$ cat src/rtl/thermocouple_scanner.sv
// Round-robin scanner for several MAX31855-style converters behind one SPI master.
// Holds per-channel temperature, junction, fault, timeout and valid state, and pulses a strobe after each capture.
module thermocouple_scanner #(
    parameter int NCH           = 4,
    parameter int CLK_FREQ      = 48000,
    parameter int STARTUP_SEC   = 3,
    parameter int GAP_CYC       = 48000,
    parameter int BUSY_TIMEOUT  = 1024,
    parameter int HOLD_ON_FAULT = 1,
    parameter int CBITS         = 18,
    parameter int CHW           = (NCH > 1) ? $clog2(NCH) : 1
) (
    input  logic              clk,
    input  logic              rst,
    input  logic [NCH-1:0]    ch_enable,
    input  logic              spi_not_busy,
    input  logic [31:0]       spi_rx_data,
    output logic              spi_ena,
    output logic [CHW-1:0]    spi_cs_sel,
    output logic [NCH*14-1:0] tc_temp_data,
    output logic [NCH*12-1:0] junction_temp_data,
    output logic [NCH*4-1:0]  fault_bits,
    output logic [NCH-1:0]    timeout_flags,
    output logic [NCH-1:0]    data_valid,
    output logic              sample_strobe,
    output logic [CHW-1:0]    sample_ch
);

    localparam int STARTUP_CYC = CLK_FREQ * STARTUP_SEC;
    localparam logic [CBITS-1:0] STARTUP_LAST = CBITS'(STARTUP_CYC - 1);
    localparam logic [CBITS-1:0] GAP_LAST     = CBITS'(GAP_CYC - 1);
    localparam logic [CBITS-1:0] BUSY_LAST    = CBITS'(BUSY_TIMEOUT - 1);

    typedef enum logic [2:0] {
        ST_STARTUP,
        ST_SELECT,
        ST_START,
        ST_WAIT,
        ST_CAPTURE,
        ST_GAP
    } state_t;

    state_t              state_q;
    logic [CBITS-1:0]    cnt_q;
    logic [CHW-1:0]      cur_q;
    logic [CHW-1:0]      cs_sel_q;
    logic                spi_ena_q;
    logic [NCH*14-1:0]   tc_q;
    logic [NCH*12-1:0]   jt_q;
    logic [NCH*4-1:0]    fault_q;
    logic [NCH-1:0]      timeout_q;
    logic [NCH-1:0]      valid_q;
    logic                strobe_q;
    logic [CHW-1:0]      sample_ch_q;

    logic                sel_found_d;
    logic [CHW-1:0]      sel_ch_d;
    logic                expired_d;

    // Walk offsets from far to near so the nearest enabled channel after cur_q wins.
    always_comb begin
        sel_found_d = 1'b0;
        sel_ch_d    = cur_q;
        for (int k = NCH; k >= 1; k--) begin
            if (ch_enable[CHW'((int'(cur_q) + k) % NCH)]) begin
                sel_found_d = 1'b1;
                sel_ch_d    = CHW'((int'(cur_q) + k) % NCH);
            end
        end
    end

    assign expired_d = (((state_q == ST_START) && spi_not_busy) ||
                        ((state_q == ST_WAIT) && !spi_not_busy)) && (cnt_q == BUSY_LAST);

    always_ff @(posedge clk) begin
        if (rst) begin
            state_q     <= ST_STARTUP;
            cnt_q       <= '0;
            cur_q       <= CHW'(NCH - 1);
            cs_sel_q    <= '0;
            spi_ena_q   <= 1'b0;
            tc_q        <= '0;
            jt_q        <= '0;
            fault_q     <= '0;
            timeout_q   <= '0;
            valid_q     <= '0;
            strobe_q    <= 1'b0;
            sample_ch_q <= '0;
        end else begin
            strobe_q <= 1'b0;
            case (state_q)
                ST_STARTUP: begin
                    if (cnt_q == STARTUP_LAST) begin
                        cnt_q   <= '0;
                        state_q <= ST_SELECT;
                    end else begin
                        cnt_q <= cnt_q + 1'b1;
                    end
                end
                ST_SELECT: begin
                    cnt_q <= '0;
                    if (sel_found_d) begin
                        cur_q     <= sel_ch_d;
                        cs_sel_q  <= sel_ch_d;
                        spi_ena_q <= 1'b1;
                        state_q   <= ST_START;
                    end
                end
                ST_START, ST_WAIT: begin
                    if (expired_d) begin
                        // A stuck transfer marks the channel stale and skips straight to the gap.
                        spi_ena_q        <= 1'b0;
                        timeout_q[cur_q] <= 1'b1;
                        valid_q[cur_q]   <= 1'b0;
                        cnt_q            <= '0;
                        state_q          <= ST_GAP;
                    end else if (state_q == ST_START && !spi_not_busy) begin
                        spi_ena_q <= 1'b0;
                        cnt_q     <= '0;
                        state_q   <= ST_WAIT;
                    end else if (state_q == ST_WAIT && spi_not_busy) begin
                        state_q <= ST_CAPTURE;
                    end else begin
                        cnt_q <= cnt_q + 1'b1;
                    end
                end
                ST_CAPTURE: begin
                    fault_q[int'(cur_q)*4 +: 4] <= {spi_rx_data[16], spi_rx_data[2:0]};
                    if (!spi_rx_data[16] || HOLD_ON_FAULT == 0) begin
                        tc_q[int'(cur_q)*14 +: 14] <= spi_rx_data[31:18];
                        jt_q[int'(cur_q)*12 +: 12] <= spi_rx_data[15:4];
                    end
                    valid_q[cur_q] <= !spi_rx_data[16];
                    if (!spi_rx_data[16]) begin
                        timeout_q[cur_q] <= 1'b0;
                    end
                    strobe_q    <= 1'b1;
                    sample_ch_q <= cur_q;
                    cnt_q       <= '0;
                    state_q     <= ST_GAP;
                end
                ST_GAP: begin
                    if (cnt_q == GAP_LAST) begin
                        cnt_q   <= '0;
                        state_q <= ST_SELECT;
                    end else begin
                        cnt_q <= cnt_q + 1'b1;
                    end
                end
                default: begin
                    spi_ena_q <= 1'b0;
                    cnt_q     <= '0;
                    state_q   <= ST_SELECT;
                end
            endcase
        end
    end

    assign spi_ena            = spi_ena_q;
    assign spi_cs_sel         = cs_sel_q;
    assign tc_temp_data       = tc_q;
    assign junction_temp_data = jt_q;
    assign fault_bits         = fault_q;
    assign timeout_flags      = timeout_q;
    assign data_valid         = valid_q;
    assign sample_strobe      = strobe_q;
    assign sample_ch          = sample_ch_q;

endmodule

$ cat config.mk
export PLATFORM = sky130hd
export DESIGN_NAME = thermocouple_scanner
export DESIGN_NICKNAME = d
export VERILOG_FILES = /design/src/rtl/thermocouple_scanner.sv
export SDC_FILE = /design/constraint.sdc
export NUM_CORES = 1
export LEC_CHECK = 0
export CELL_PAD_IN_SITES_DETAIL_PLACEMENT = 1
export CELL_PAD_IN_SITES_GLOBAL_PLACEMENT = 2
export CORE_AREA = 2 2 177 144
export DETAILED_ROUTE_END_ITERATION = 10
export DIE_AREA = 0 0 179 146
export PLACE_DENSITY_LB_ADDON = 0.1
export SLEW_MARGIN = 40
export SYNTH_ARGS = -nofsm -noshare
export SYNTH_HDL_FRONTEND = slang
export SYNTH_SLANG_ARGS = --single-unit
$ cat constraint.sdc
create_clock -name clk -period 3.6 [get_ports clk]
set_clock_uncertainty 0.1 [all_clocks]
set_input_delay 0.9 -clock clk [delete_from_list [all_inputs] [get_ports clk]]
set_output_delay 0.9 -clock clk [all_outputs]
set_load 0.005 [all_outputs]
# [Yosys cells after proc, flatten, opt, wreduce, memory -nomap -nowiden]
# Index checks and enable logic that the tools add are counted.
[word_totals] ramBits=0 rom_bits=0 regBits=157 n_memories=0 latchBits=0
[op_classes] n_div=0 n_mux=49 multipliers=2 n_shift=6 n_addsub=8 n_eq_ne=16 magnitude_cmp=6 reduce_logical=19 bitwise=6
[op_table] op="$mux W18" n=5
[op_table] op="$neg A6 Y33" n=2
[op_table] op="$bwmux W56" n=1
[op_table] op="$shift A14 B33 Y56 const A" n=1
[op_table] op="$shiftx A14 B33 Y56" n=1
[op_table] op="$pmux W18 S3" n=1
[op_table] op="$bwmux W48" n=1
[op_table] op="$shift A12 B33 Y48 const A" n=1
[op_table] op="$shiftx A12 B33 Y48" n=1
[op_table] op="$neg A4 Y33" n=1
[op_table] op="$shift A4 B33 Y16 const A" n=1
[op_table] op="$shiftx A4 B33 Y16" n=1
[op_table] op="$add A18 B1 Y18 const B" n=1
[op_table] op="$eq A18 B10 Y1 const B" n=1
[op_table] op="$eq A18 B16 Y1 const B" n=1
[op_table] op="$eq A18 B18 Y1 const B" n=1
[op_table] op="$mux W3" n=6
[op_table] op="$mux W1" n=17
[op_table] op="$bwmux W16" n=1
[op_table] op="$lt A2 B4 Y1 const B" n=4
[op_table] op="$pmux W4 S2" n=2
[op_table] op="$pmux W3 S5" n=1
[op_table] op="$mux W4" n=3
[op_table] op="$ne A2 B2 Y1 const B" n=5
[op_table] op="30 further kinds" n=52

# [Depth between registers and ports, before layout]
[logic_depth] depth_word=10 ltp_mapped=14

# [Least setup slack after synthesis]
# Ideal clock, no wire load.
[synth_timing] path_type="reg-to-reg" start="register cur_q[0]" end="register tc_q[41] (netlist: tc_temp_data[41])" path_slack_ps=466 stages_incl_launch_ff=14 t_arrival_ps=2963 setup_ps=71 n_path_buf=7 t_required_ps=3429 path_cell_list="dfxtp_1 buf_2 buf_2 inv_1 clkbuf_1 clkbuf_1 ha_1 buf_2 buf_2 buf_2 a21oi_1 a311oi_1 nand3_1 a21oi_1"
[synth_between] elab_chain_cells=4 elab_cells_between_ends=5 classes_between="1 x add/sub; 1 x mul; 2 x shift; 1 x mux"
[synth_rtl] element="start, declared" line_no="45" text="logic [CHW-1:0] cur_q;"
[synth_rtl] element="start signal, assigned" line_no="79" text="cur_q <= CHW'(NCH - 1);"
[synth_rtl] element="start signal, assigned" line_no="103" text="cur_q <= sel_ch_d;"
[synth_rtl] element="$mul A2 B3 Y5 (*)" line_no="130" text="tc_q[int'(cur_q)*14 +: 14] <= spi_rx_data[31:18];"
[synth_rtl] element="$neg A6 Y33 (*)" line_no="130"
[synth_rtl] element="$shiftx A14 B33 Y56 or $shift A14 B33 Y56 (tied branches)" line_no="130"
[synth_rtl] element="$bwmux W56 (*)" line_no="130"
[synth_rtl] element="end signal, assigned by index" line_no="130"
[synth_rtl] element="end, declared" line_no="48" text="logic [NCH*14-1:0] tc_q;"
# Every way passes the cells marked *; elsewhere a longest branch is shown, timed or not.
# A chain may end at the register's enable or synchronous reset.

# [Worst setup path in the final report]
[layout_timing] start="register cur_q[1]" end="register jt_q[29] (netlist: junction_temp_data[29])"
[layout_between] elab_chain_cells=4 elab_cells_between_ends=5 classes_between="1 x add/sub; 1 x mul; 2 x shift; 1 x mux"
[layout_rtl] element="$mul A2 B2 Y4 (*)" line_no="131" text="jt_q[int'(cur_q)*12 +: 12] <= spi_rx_data[15:4];"
[layout_rtl] element="$neg A6 Y33 (*)" line_no="131"
[layout_rtl] element="$shiftx A12 B33 Y48 or $shift A12 B33 Y48 (tied branches)" line_no="131"
[layout_rtl] element="$bwmux W48 (*)" line_no="131"
[layout_rtl] element="end signal, assigned by index" line_no="131"
[layout_rtl] element="end, declared" line_no="49" text="logic [NCH*12-1:0] jt_q;"
# Marked as above.

==> key figures <==
Critical path
  – Bufs and invs on worst path: 2
  – Slowest stage delay, CP: 0.59 ns
  – CP Launch Point: cur_q[1]$_SDFFE_PP1P_
  – Slowest CP cell: dfxtp_1
  – Register-to-register setup slack: 0.61 ns
  – Worst r2r src: cur_q[1]$_SDFFE_PP1P_
  – R2r endpoint: junction_temp_data[29]$_SDFFE_PP0P_
  – Worst Setup End Kind: flip-flop
  – Crit path max-delay family: simple AND/OR/NAND/NOR gates
  – Setup crit start kind: flip-flop
  – Critical Path, Cell by Cell: inv_1 > ha_1 > buf_4 > nand2b_1 > nor2_1 > nand2_1 > o21ai_0 > a22oi_1 > nor2_1
  – CP max FO: 11
  – Worst Setup EP: junction_temp_data[29]$_SDFFE_PP0P_
  – Worst Path Arrival: 3.26 ns
  – Critical path class: flip-flop to flip-flop
  – CP required: 3.86 ns
  – R2r worst-path depth: 9
  – Most frequent CP cell: nor2_1
  – Critical path depth: 9

Logic synthesis
  – Yosys Warn Count: 0
  – #FFs+latches synth: 157
  – Async SR Flop Fraction: 0%
  – Synthesized area per cell: 8.48 µm²
  – Synth area leaders: dfxtp_1 45%, nor2_1 7.8%, a22oi_1 7.5%
  – EDFF count, synth: 0
  – Post-synth net total: 873
  – Post-Syn Area: 6990 µm²
  – Area share of the largest cell type after synthesis: 44.9%
  – Seq/Total Area, Yosys: 44.9%
  – Yosys cell types: 57
  – Largest area contributor in the netlist: dfxtp_1
  – Ys flop type: dfxtp_1
  – Syn Inst Count: 825

Run
  – MaxCap Viol Count: 0

STA
  – Tmin final: 2.99 ns
  – Crit share post-route: 83.2%
  – Slew HR: 46.4%
  – Final TNS setup: 0 ns
  – Final hold viol count: 0
  – Final Setup Violations: 0
  – Unrepaired setup endpoints after global routing: false
  – Worst slew pin tran: 0.795 ns
  – Fmax: 0.334 GHz
  – Slew Limit Fails: 0

Clocking
  – Clock sinks: 157
  – Clk buf depth: 2
  – Worst-path clk slew: 0.07 ns
  – Hold Buf Count CTS: 0
  – H-tree levels: 4
  – TritonCTS buffer count: 17
  – CTS tree: done
  – CTS Root Cell: clkbuf_16
  – Setup bufs post-CTS: 0
  – Cts repair resizes: 0
  – Worst-skew pair later-pin latency: 0.44 ns

Layout
  – Commonest non-fill, non-tap cells in the layout: 169 x clkdlybuf4s50_1, 156 x dfxtp_1, 144 x nor2_1
  – Synthesis-to-layout area growth: 37.3%
  – Design area: 9600 µm²
  – Most common cell after layout, fill and taps aside: clkdlybuf4s50_1
  – Final nets: 1,034
  – Ratio of cells with drive above 1 in the final layout: 8.61%

Detailed routing
  – Total wire length: 26.1 mm
  – Wire per inst: 19.8 µm
  – Vias per std cell: 5.09
  – DRC viols: 0
  – DR iter-0 viols: 486
  – Detail Route Antenna Nets: 0
  – DRT Pass-1 Iters: 4
  – Via count: 6,710

Worst hold path
  – Hold path cells: 2
  – Worst min-delay path class: flip-flop to flip-flop

Power and ir drop
  – Cell area power density: 576 nW/µm²
  – Sequential cell fraction of total power: 34.5%
  – Combinational Power Share: 33.1%
  – P_leak: 3.40 nW
  – Net Sw Frac: 37.9%
  – Switching power of the nets: 2.10 mW
  – Peak VDD IR: 332 µV
  – Pint: 3.44 mW
  – Clock power frac: 32.4%

Floorplanning
  – # IOs: 173
  – Core area: 24,200 µm²
  – # rows: 51
  – Die extent in y: 146 µm
  – Initial core utilization: 28.9%
  – Die width: 179 µm
  – Die footprint: 26,100 µm²

Global route
  – Congestion Overflow GR: 0
  – Vias in the first global route: 6,626
  – GRT Total Usage: 20.0%
  – Initial antenna violation count: 1
  – Pin count of the biggest net entering global routing: 72
  – Global-route wire length before repair: 40.0 mm

Run status
  – Status: finished, final reports clean

Placement
  – Port-buffer cells: 170
  – Routability congestion estimate: 0.806
  – Placed Area: 9030 µm²
  – DPL Wire Length: 19.0 mm
layer usage:
layer | global-route usage [%] | part of all wire, % | vias to the layer above
li1 | - | - | 3263
met5 | 0 | 0 | -
met2 | 27.0 | 40 | 176
met1 | 31.2 | 53 | 3250
met3 | 5.07 | 6.2 | 21
met4 | 4.02 | 0.73 | 0
how the worst min path moves through the flow:
| stage | startpoint | end | slack (ns) |
|---|---|---|---|
| floorplan | cnt_q[1]$_SDFFE_PP0P_ | cnt_q[1]$_SDFFE_PP0P_ | 0.34 |
| global placement | tc_temp_data[2]$_SDFFE_PP0P_ | tc_temp_data[2]$_SDFFE_PP0P_ | 0.34 |
| detailed placement | tc_temp_data[0]$_SDFFE_PP0P_ | tc_temp_data[0]$_SDFFE_PP0P_ | 0.35 |
| CTS | junction_temp_data[43]$_SDFFE_PP0P_ | junction_temp_data[43]$_SDFFE_PP0P_ | 0.36 |
| global route | fault_bits[0]$_SDFFE_PP0P_ | fault_bits[0]$_SDFFE_PP0P_ | 0.38 |
| finish | tc_temp_data[0]$_SDFFE_PP0P_ | tc_temp_data[0]$_SDFFE_PP0P_ | 0.35 |
power groups by stage:
| stage | logic [mW] | registers (mW) | clock network [mW] |
|---|---|---|---|
| final | 1.83 | 1.91 | 1.79 |
| after global routing | 2.00 | 1.92 | 1.93 |
| after CTS | 1.83 | 1.91 | 1.85 |
| after detailed placement | 1.82 | 1.95 | 0 |
| after global placement | 1.83 | 1.95 | 0 |
| after floorplan | 1.20 | 1.90 | 0 |
sequential cells by signal, indices dropped and copies added, names as in the netlist, named ones only:
name and flops:
tc_temp_data 56, spi_ena 1, sample_ch 2, state_q 3, data_valid 4, spi_cs_sel 2, cur_q 2, fault_bits 16
sample_strobe 1, junction_temp_data 48, cnt_q 18
synthesized netlist by cell type, drive strengths merged (4+ instances only):
cell	number
a21oi	74
a221oi	4
a22o	7
a22oi	70
a2bb2oi	10
a311oi	4
and2	5
and3	11
buf	23
clkbuf	36
dfxtp	157
ha	9
mux2i	10
mux4	5
nand2	80
nand2b	13
nand3	27
nand3b	4
nand4	4
nor2	146
nor2b	9
nor3	27
nor3b	4
nor4	14
o21ai	22
xnor2	8
xor2	11
through the flow:
stage                     setup slack (ns)  instances  total power [mW]  utilization, %  hold slack [ns]
final                                0.605       1318              5.53            39.7            0.353
after global routing                 0.378       1318              5.85            39.7            0.379
after CTS                            0.623       1317              5.59            39.7            0.359
after detailed placement             0.563       1285              3.76            37.3            0.345
after global placement               0.565       1285              3.77            37.3            0.341
after floorplan                      0.466        825              3.10               -            0.343
worst register-to-register path: stages, from the launching register on:
cell and delay, ns:
dfxtp_1 0.59, inv_1 0.18, ha_1 0.49, buf_4 0.22
nand2b_1 0.23, nor2_1 0.40, nand2_1 0.10, o21ai_0 0.31
a22oi_1 0.16, nor2_1 0.15
cell type report:
| class | instances | area (µm²) |
|---|---|---|
| inverters | 3 | 11.3 |
| well taps | 318 | 398 |
| flip-flops and latches | 157 | 3140 |
| multi-input cells | 606 | 3540 |
| clock inverters | 15 | 146 |
| fillers | 2828 | 14600 |
| repair buffers | 201 | 1930 |
| clock buffers | 17 | 425 |
| diodes | 1 | 2.50 |
kinds of logic (layout without fill, tap and decap cells):
kind of cell	Yosys count	in the layout	share of synthesized area, %
simple gates	357	357	24.2
other cells	0	1	0
buf+inv	62	236	4.42
flops	157	157	44.9
mux	18	18	3.52
compound gates	203	203	18.9
xor+xnor	19	19	2.38
fa+ha+maj	9	9	1.61
Note: power is estimated with default switching activity, not from simulation.
